**src/rtl/retospect_neuron_pkg.sv**
```systemverilog
// Shared definitions for the retospect neuron cell: default widths, the
// configuration chain length and the chain field layout.
// Optional feature macro: RETOSPECT_NEURON_REFRACTORY_EN (adds the
// refractory field and counter).
package retospect_neuron_pkg;

    localparam int DEF_NUM_DEND  = 4;
    localparam int DEF_W_WIDTH   = 4;
    localparam int DEF_POT_WIDTH = 6;
    localparam int DEF_SEL_WIDTH = 3;
    localparam int DEF_REF_WIDTH = 3;

`ifdef RETOSPECT_NEURON_REFRACTORY_EN
    localparam bit REF_EN = 1'b1;
`else
    localparam bit REF_EN = 1'b0;
`endif

    // Total serial chain length; the refractory field only exists when enabled.
    function automatic int chain_len(input int nd, input int ww, input int pw,
                                     input int sw, input int rw);
        return nd * ww + pw + sw + (REF_EN ? rw : 0);
    endfunction

    // Chain layout at default widths. The first declared field sits at the
    // MSB end (next to bs_in); weights holds w[0] in its top W_WIDTH bits.
    typedef struct packed {
        logic [DEF_NUM_DEND*DEF_W_WIDTH-1:0] weights;
        logic [DEF_POT_WIDTH-1:0]            thr;
`ifdef RETOSPECT_NEURON_REFRACTORY_EN
        logic [DEF_REF_WIDTH-1:0]            refr;
`endif
        logic [DEF_SEL_WIDTH-1:0]            sel;
    } cfg_fields_t;

endpackage

```
**src/rtl/retospect_cfg_shreg.sv**
```systemverilog
// Serial-in / parallel-out configuration shift register. Bits enter at the
// MSB and leave from the LSB; async active-low clear empties the whole chain.
module retospect_cfg_shreg #(
    parameter int WIDTH = 8
) (
    input  logic             clk,
    input  logic             rst_n,
    input  logic             shift_en_i,
    input  logic             ser_i,
    output logic [WIDTH-1:0] par_o,
    output logic             ser_o
);

    logic [WIDTH-1:0] chain_q;

    // Shift one bit towards the LSB per enabled cycle.
    always_ff @(posedge clk or negedge rst_n) begin
        if (!rst_n) begin
            chain_q <= '0;
        end else if (shift_en_i) begin
            chain_q <= {ser_i, chain_q[WIDTH-1:1]};
        end
    end

    assign par_o = chain_q;
    assign ser_o = chain_q[0];

endmodule

```
**src/rtl/retospect_neuron_cell.sv**
```systemverilog
// Leaky integrate-and-fire neuron cell with a serial configuration chain.
// Optional feature macro: RETOSPECT_NEURON_REFRACTORY_EN (refractory period
// field in the chain plus a per-cell refractory counter).
module retospect_neuron_cell
    import retospect_neuron_pkg::*;
#(
    parameter int NUM_DEND  = DEF_NUM_DEND,
    parameter int W_WIDTH   = DEF_W_WIDTH,
    parameter int POT_WIDTH = DEF_POT_WIDTH,
    parameter int SEL_WIDTH = DEF_SEL_WIDTH,
    parameter int REF_WIDTH = DEF_REF_WIDTH
) (
    input  logic                      clk,
    input  logic                      rst_n,
    input  logic                      reset_nn,
    input  logic                      config_en,
    input  logic                      bs_in,
    output logic                      bs_out,
    input  logic [(1<<SEL_WIDTH)-1:0] clockbus,
    input  logic [NUM_DEND-1:0]       dendrite,
    output logic                      axon
);

    localparam int CHAIN_LEN = chain_len(NUM_DEND, W_WIDTH, POT_WIDTH, SEL_WIDTH, REF_WIDTH);
    localparam int REF_BITS  = REF_EN ? REF_WIDTH : 0;
    localparam int THR_LO    = SEL_WIDTH + REF_BITS;
    localparam int W_LO      = THR_LO + POT_WIDTH;
    // Wide enough that decayed potential plus all weights never wraps.
    localparam int SUM_W     = POT_WIDTH + W_WIDTH + $clog2(NUM_DEND) + 1;
    localparam logic [POT_WIDTH-1:0] POT_ONE = POT_WIDTH'(1);

    // Clamp a signed intermediate into the unsigned potential range.
    function automatic logic [POT_WIDTH-1:0] sat_pot(input logic signed [SUM_W-1:0] v);
        if (v[SUM_W-1]) begin
            return '0;
        end else if (|v[SUM_W-2:POT_WIDTH]) begin
            return '1;
        end else begin
            return v[POT_WIDTH-1:0];
        end
    endfunction

    logic [CHAIN_LEN-1:0]        cfg_vec;
    logic [SEL_WIDTH-1:0]        sel_f;
    logic [POT_WIDTH-1:0]        thr_f;
    logic signed [W_WIDTH-1:0]   w_arr [NUM_DEND];

    logic [POT_WIDTH-1:0]        pot_q, pot_d;
    logic                        axon_q, axon_d;

    logic [POT_WIDTH-1:0]        decayed_c;
    logic signed [SUM_W-1:0]     dec_ext_c;
    logic signed [SUM_W-1:0]     sum_c;
    logic signed [SUM_W-1:0]     nxt_c;
    logic [POT_WIDTH-1:0]        pot_sat_c;
    logic                        fire_c;

`ifdef RETOSPECT_NEURON_REFRACTORY_EN
    logic [REF_WIDTH-1:0]        ref_f;
    logic [REF_WIDTH-1:0]        refcnt_q, refcnt_d;
`endif

    // Reset outranks soft reset, which outranks configuration shifting.
    retospect_cfg_shreg #(
        .WIDTH (CHAIN_LEN)
    ) u_cfg (
        .clk        (clk),
        .rst_n      (rst_n),
        .shift_en_i (config_en & ~reset_nn),
        .ser_i      (bs_in),
        .par_o      (cfg_vec),
        .ser_o      (bs_out)
    );

    assign sel_f = cfg_vec[SEL_WIDTH-1:0];
    assign thr_f = cfg_vec[THR_LO +: POT_WIDTH];
`ifdef RETOSPECT_NEURON_REFRACTORY_EN
    assign ref_f = cfg_vec[SEL_WIDTH +: REF_WIDTH];
`endif

    // w[0] is the field closest to bs_in, i.e. the most significant weight slot.
    for (genvar g = 0; g < NUM_DEND; g++) begin : g_w
        assign w_arr[g] = cfg_vec[W_LO + (NUM_DEND-1-g)*W_WIDTH +: W_WIDTH];
    end

    // Integrate: optional halving decay, then add every active dendrite weight.
    always_comb begin
        decayed_c = clockbus[sel_f] ? (pot_q >> 1) : pot_q;
        dec_ext_c = $signed({{(SUM_W-POT_WIDTH){1'b0}}, decayed_c});
        sum_c     = '0;
        for (int i = 0; i < NUM_DEND; i++) begin
            if (dendrite[i]) begin
                sum_c = sum_c + SUM_W'(w_arr[i]);
            end
        end
        nxt_c     = dec_ext_c + sum_c;
        pot_sat_c = sat_pot(nxt_c);
        fire_c    = (thr_f != '0) && (pot_sat_c >= thr_f);
    end

    // Next-state selection: soft reset, config hold, refractory, fire, integrate.
    always_comb begin
        pot_d  = pot_q;
        axon_d = 1'b0;
`ifdef RETOSPECT_NEURON_REFRACTORY_EN
        refcnt_d = refcnt_q;
`endif
        if (reset_nn) begin
            pot_d = POT_ONE;
`ifdef RETOSPECT_NEURON_REFRACTORY_EN
            refcnt_d = '0;
`endif
        end else if (config_en) begin
            pot_d = pot_q;
        end
`ifdef RETOSPECT_NEURON_REFRACTORY_EN
        else if (refcnt_q != '0) begin
            pot_d    = '0;
            refcnt_d = refcnt_q - REF_WIDTH'(1);
        end
`endif
        else if (fire_c) begin
            axon_d = 1'b1;
            pot_d  = '0;
`ifdef RETOSPECT_NEURON_REFRACTORY_EN
            refcnt_d = ref_f;
`endif
        end else begin
            pot_d = pot_sat_c;
        end
    end

    // Dynamic state registers.
    always_ff @(posedge clk or negedge rst_n) begin
        if (!rst_n) begin
            pot_q  <= '0;
            axon_q <= 1'b0;
`ifdef RETOSPECT_NEURON_REFRACTORY_EN
            refcnt_q <= '0;
`endif
        end else begin
            pot_q  <= pot_d;
            axon_q <= axon_d;
`ifdef RETOSPECT_NEURON_REFRACTORY_EN
            refcnt_q <= refcnt_d;
`endif
        end
    end

    assign axon = axon_q;

endmodule

```
**config.mk**
```make
export PLATFORM = sky130hd
export DESIGN_NAME = retospect_neuron_cell
export DESIGN_NICKNAME = d
export VERILOG_FILES = /design/src/rtl/retospect_neuron_pkg.sv /design/src/rtl/retospect_cfg_shreg.sv /design/src/rtl/retospect_neuron_cell.sv
export SDC_FILE = /design/constraint.sdc
export NUM_CORES = 1
export LEC_CHECK = 0
export CAP_MARGIN = 20
export CORE_MARGIN = 2
export CORE_UTILIZATION = 26
export DETAILED_ROUTE_END_ITERATION = 8
export PLACE_DENSITY = 0.38
export SLEW_MARGIN = 30
export SYNTH_ARGS = -nofsm -noshare
export SYNTH_HDL_FRONTEND = slang
export SYNTH_SLANG_ARGS = --single-unit
```
**constraint.sdc**
```tcl
create_clock -name clk -period 12.15 [get_ports clk]
set_input_delay 1.8225 -clock clk [delete_from_list [all_inputs] [get_ports clk]]
set_output_delay 1.8225 -clock clk [all_outputs]
set_load 0.03 [all_outputs]
```
==> flow_summary.ini <==
[sta]
post-route-period-util_pct = 76.8
max_freq_ghz = 0.107
setup_tns_ps = 0
worst_pin_slew_ps = 655
layout_setup_ws_ps = 2820
max_slew_margin_pct = 55.1
hold_viol = 0
setup_viol = 0
period_minus_slack_ps = 9330
final_max_slew_viol_count = 0
rsz0062_at_grt = no
fin_skew_ps = 1.74

[die]
fp.dieW_um = 124
rows = 43
fp.dieArea_um2 = 15400
coreArea_um2 = 14000
die_h_um = 124
initial_core_util_pct = 26.9
io_pins = 19

[global_routing]
grt_pass1_vias = 3109
antenna_found_initial = 0
overflow = 0
grt_use_total_pct = 13.1
grt_max_degree = 33
grt_pass1_wl_um = 16600

[clock_network]
clkLatencyLatePin_ps = 270
path_clk_slew_ps = 50
cts_sinks = 32
cts_buffers = 5
post_cts_buffers = 0
post_cts.resized_instances = 0
htree_levels = 2
cts.root.buffer_cell = clkbuf_16
cts_buffer_depth = 2
cts_tree = done
hold_buffers = 0

[pwr]
ir_drop_uv = 172
p_per_area_nw_per_um2 = 316
intPower_uw = 696
pwr-share-comb_pct = 75.4
switchingPower_uw = 666
seqPwrFrac_pct = 14.4
power.leakage_uw = 0.00192
netSwitchingFraction_pct = 48.9
pwr-share-clk_pct = 10.2

[setup_path]
cp.required_ps = 12330
cpMostUsedCell = o21ai_0
critPathMaxStageDelay_ps = 520
crit_slowest_cell = clkdlybuf4s50_1
cp_max_fo = 6
critPathKind = primary input to flip-flop
worstSetupEndpointType = flip-flop
critPathLaunchType = primary input
arrival_ps = 9500

[yosys]
ys_ff_latch = 32
yosys.area.top_type_share_pct = 21.3
ys_warn_count = 0
synth-async-reset-ratio_pct = 100
netlist_area_um2 = 3760
synth-edff-count = 0
ys.flop_type = dfrtp_1
ys_seq_area_share_pct = 21.3
synth.avg_cell_area_um2 = 8.91
synth_top_cell_by_area = dfrtp_1
yosys-top-cells-area = dfrtp_1, ha_1, mux2_2
synth_fp_nets = 487
synth_cell_types = 58
syn_inst = 422

[finish]
diodes = 0
finalNetCount = 503
instances_no_fill = 619
layout-drive-gt1-share_pct = 14.8
fill_cells = 1474
area_delta_synth_final_pct = 14.8

[placement]
dp_slack_ps = 2530
io_buffers = 18
numPlacedInstances = 611
place_congestion = 0.758
dp_hpwl_um = 7980

[drt]
ant_nets = 0
dr.pass1.iters = 4
avgRoutedWirePerCell_um = 16.0
vias = 3169
drt-total-wl_um = 9880
vias_per_cell = 5.12
drc = 0
drt_iter0_drc = 148

[run_status]
status = finished clean

[job]
cap_violations = 0

[min_path]
hp-class = flip-flop to flip-flop
[cell usage after synthesis, types with 5 or more instances]
| cell | n |
|---|---|
| xnor2_1 | 10 |
| a21oi_1 | 41 |
| a211oi_1 | 9 |
| xor2_1 | 9 |
| nand3b_1 | 13 |
| a211o_1 | 5 |
| nor2_1 | 19 |
| nor3_1 | 6 |
| clkbuf_1 | 11 |
| dfrtp_1 | 32 |
| fa_1 | 6 |
| inv_1 | 20 |
| o21a_1 | 11 |
| and2_1 | 6 |
| ha_1 | 42 |
| nand2_1 | 30 |
| o211ai_1 | 8 |
| a21o_1 | 15 |
| o31ai_1 | 5 |
| nand3_1 | 6 |
| mux2_2 | 30 |
| nor2b_1 | 5 |
| o21ai_0 | 29 |
[per-layer routing]
layer	GRT usage [%]	vias to the layer above	wire, um
met5	0	-	0
met4	2.91	0	68
met3	1.16	4	97
met2	20.7	23	4490
met1	19.4	1512	5220
li1	-	1630	-
[layout make-up]
| type | instances | area (um2) | area share, % |
|---|---|---|---|
| Clock buffer | 5 | 125 | 2.90 |
| Clock inverter | 3 | 42.5 | 0.986 |
| Inverter | 20 | 75.1 | 1.74 |
| Multi-Input combinational cell | 357 | 2840 | 65.7 |
| Sequential cell | 32 | 801 | 18.6 |
| Tap cell | 180 | 225 | 5.22 |
| Timing Repair Buffer | 22 | 210 | 4.87 |
[layout by cell type, fill, tap and decap left out, types with 8 or more instances in the layout]
cell / synthesis / routed
nor2_1: 19 / 19
mux2_2: 30 / 30
inv_1: 20 / 20
o21a_1: 11 / 11
a211oi_1: 9 / 9
xnor2_1: 10 / 10
clkdlybuf4s50_1: 0 / 18
dfrtp_1: 32 / 32
nand3b_1: 13 / 13
ha_1: 42 / 42
o21ai_0: 29 / 29
nand2_1: 30 / 30
o211ai_1: 8 / 8
xor2_1: 9 / 9
a21oi_1: 41 / 41
a21o_1: 15 / 15
[power by group through the flow]
stage	clock [uW]	sequential [uW]	combinational (uW)
3_5_place_dp	0	198	1020
4_1_cts	145	196	1030
5_1_grt	148	205	1150
3_3_place_gp	0	198	1030
2_1_floorplan	0	184	798
6_report	139	196	1030
[cell families (layout without fill, tap and decap cells)]
logic type,after synthesis,count (layout),synth area share [%]
compound gates,151,151,27.7
xor+xnor,19,19,4.43
fa+ha+maj,48,48,17.2
buf+inv,33,50,3.30
flops,32,32,21.3
mux,35,35,11.0
simple gates,104,104,15.1
[worst paths after layout]
check	startpoint	cells after the start	slack, ps	end
setup / recovery	dendrite[0]	35	2820	pot_q[2]
hold / removal	u_cfg.par_o[6]	2	480	u_cfg.par_o[5]
setup reg to reg	u_cfg.par_o[21]	35	4460	pot_q[2]
hold reg to reg	u_cfg.par_o[6]	2	480	u_cfg.par_o[5]
max in group asynchronous	rst_n	2	9890	u_cfg.par_o[0]
min in group asynchronous	rst_n	2	1950	pot_q[4]
[sequential cells by signal (all words and copies together), names as in the netlist]
signal	count
axon	1
pot_q	6
u_cfg.par_o	25
[through the flow]
stage          instance area [um2]  utilization (%)  hold slack (ps)  total power [uW]
6_report                      4320             30.8              479              1360
5_1_grt                       4320             30.8              518              1510
3_5_place_dp                  4150             29.7              475              1220
4_1_cts                       4320             30.8              485              1370
2_1_floorplan                 3760                -              450               981
3_3_place_gp                  4150             29.7              482              1220
[worst max-delay path: cells and delay by family]
| kind | cells | cell delay (ps) |
|---|---|---|
| AOI/OAI and AO/OA | 21 | 3890 |
| adders and majority gates | 6 | 2060 |
| and+or+nand+nor | 6 | 1130 |
| buffers and inverters | 1 | 520 |
| xor gates and xnor gates | 1 | 80 |
Note: power is estimated with default switching activity, not from simulation.
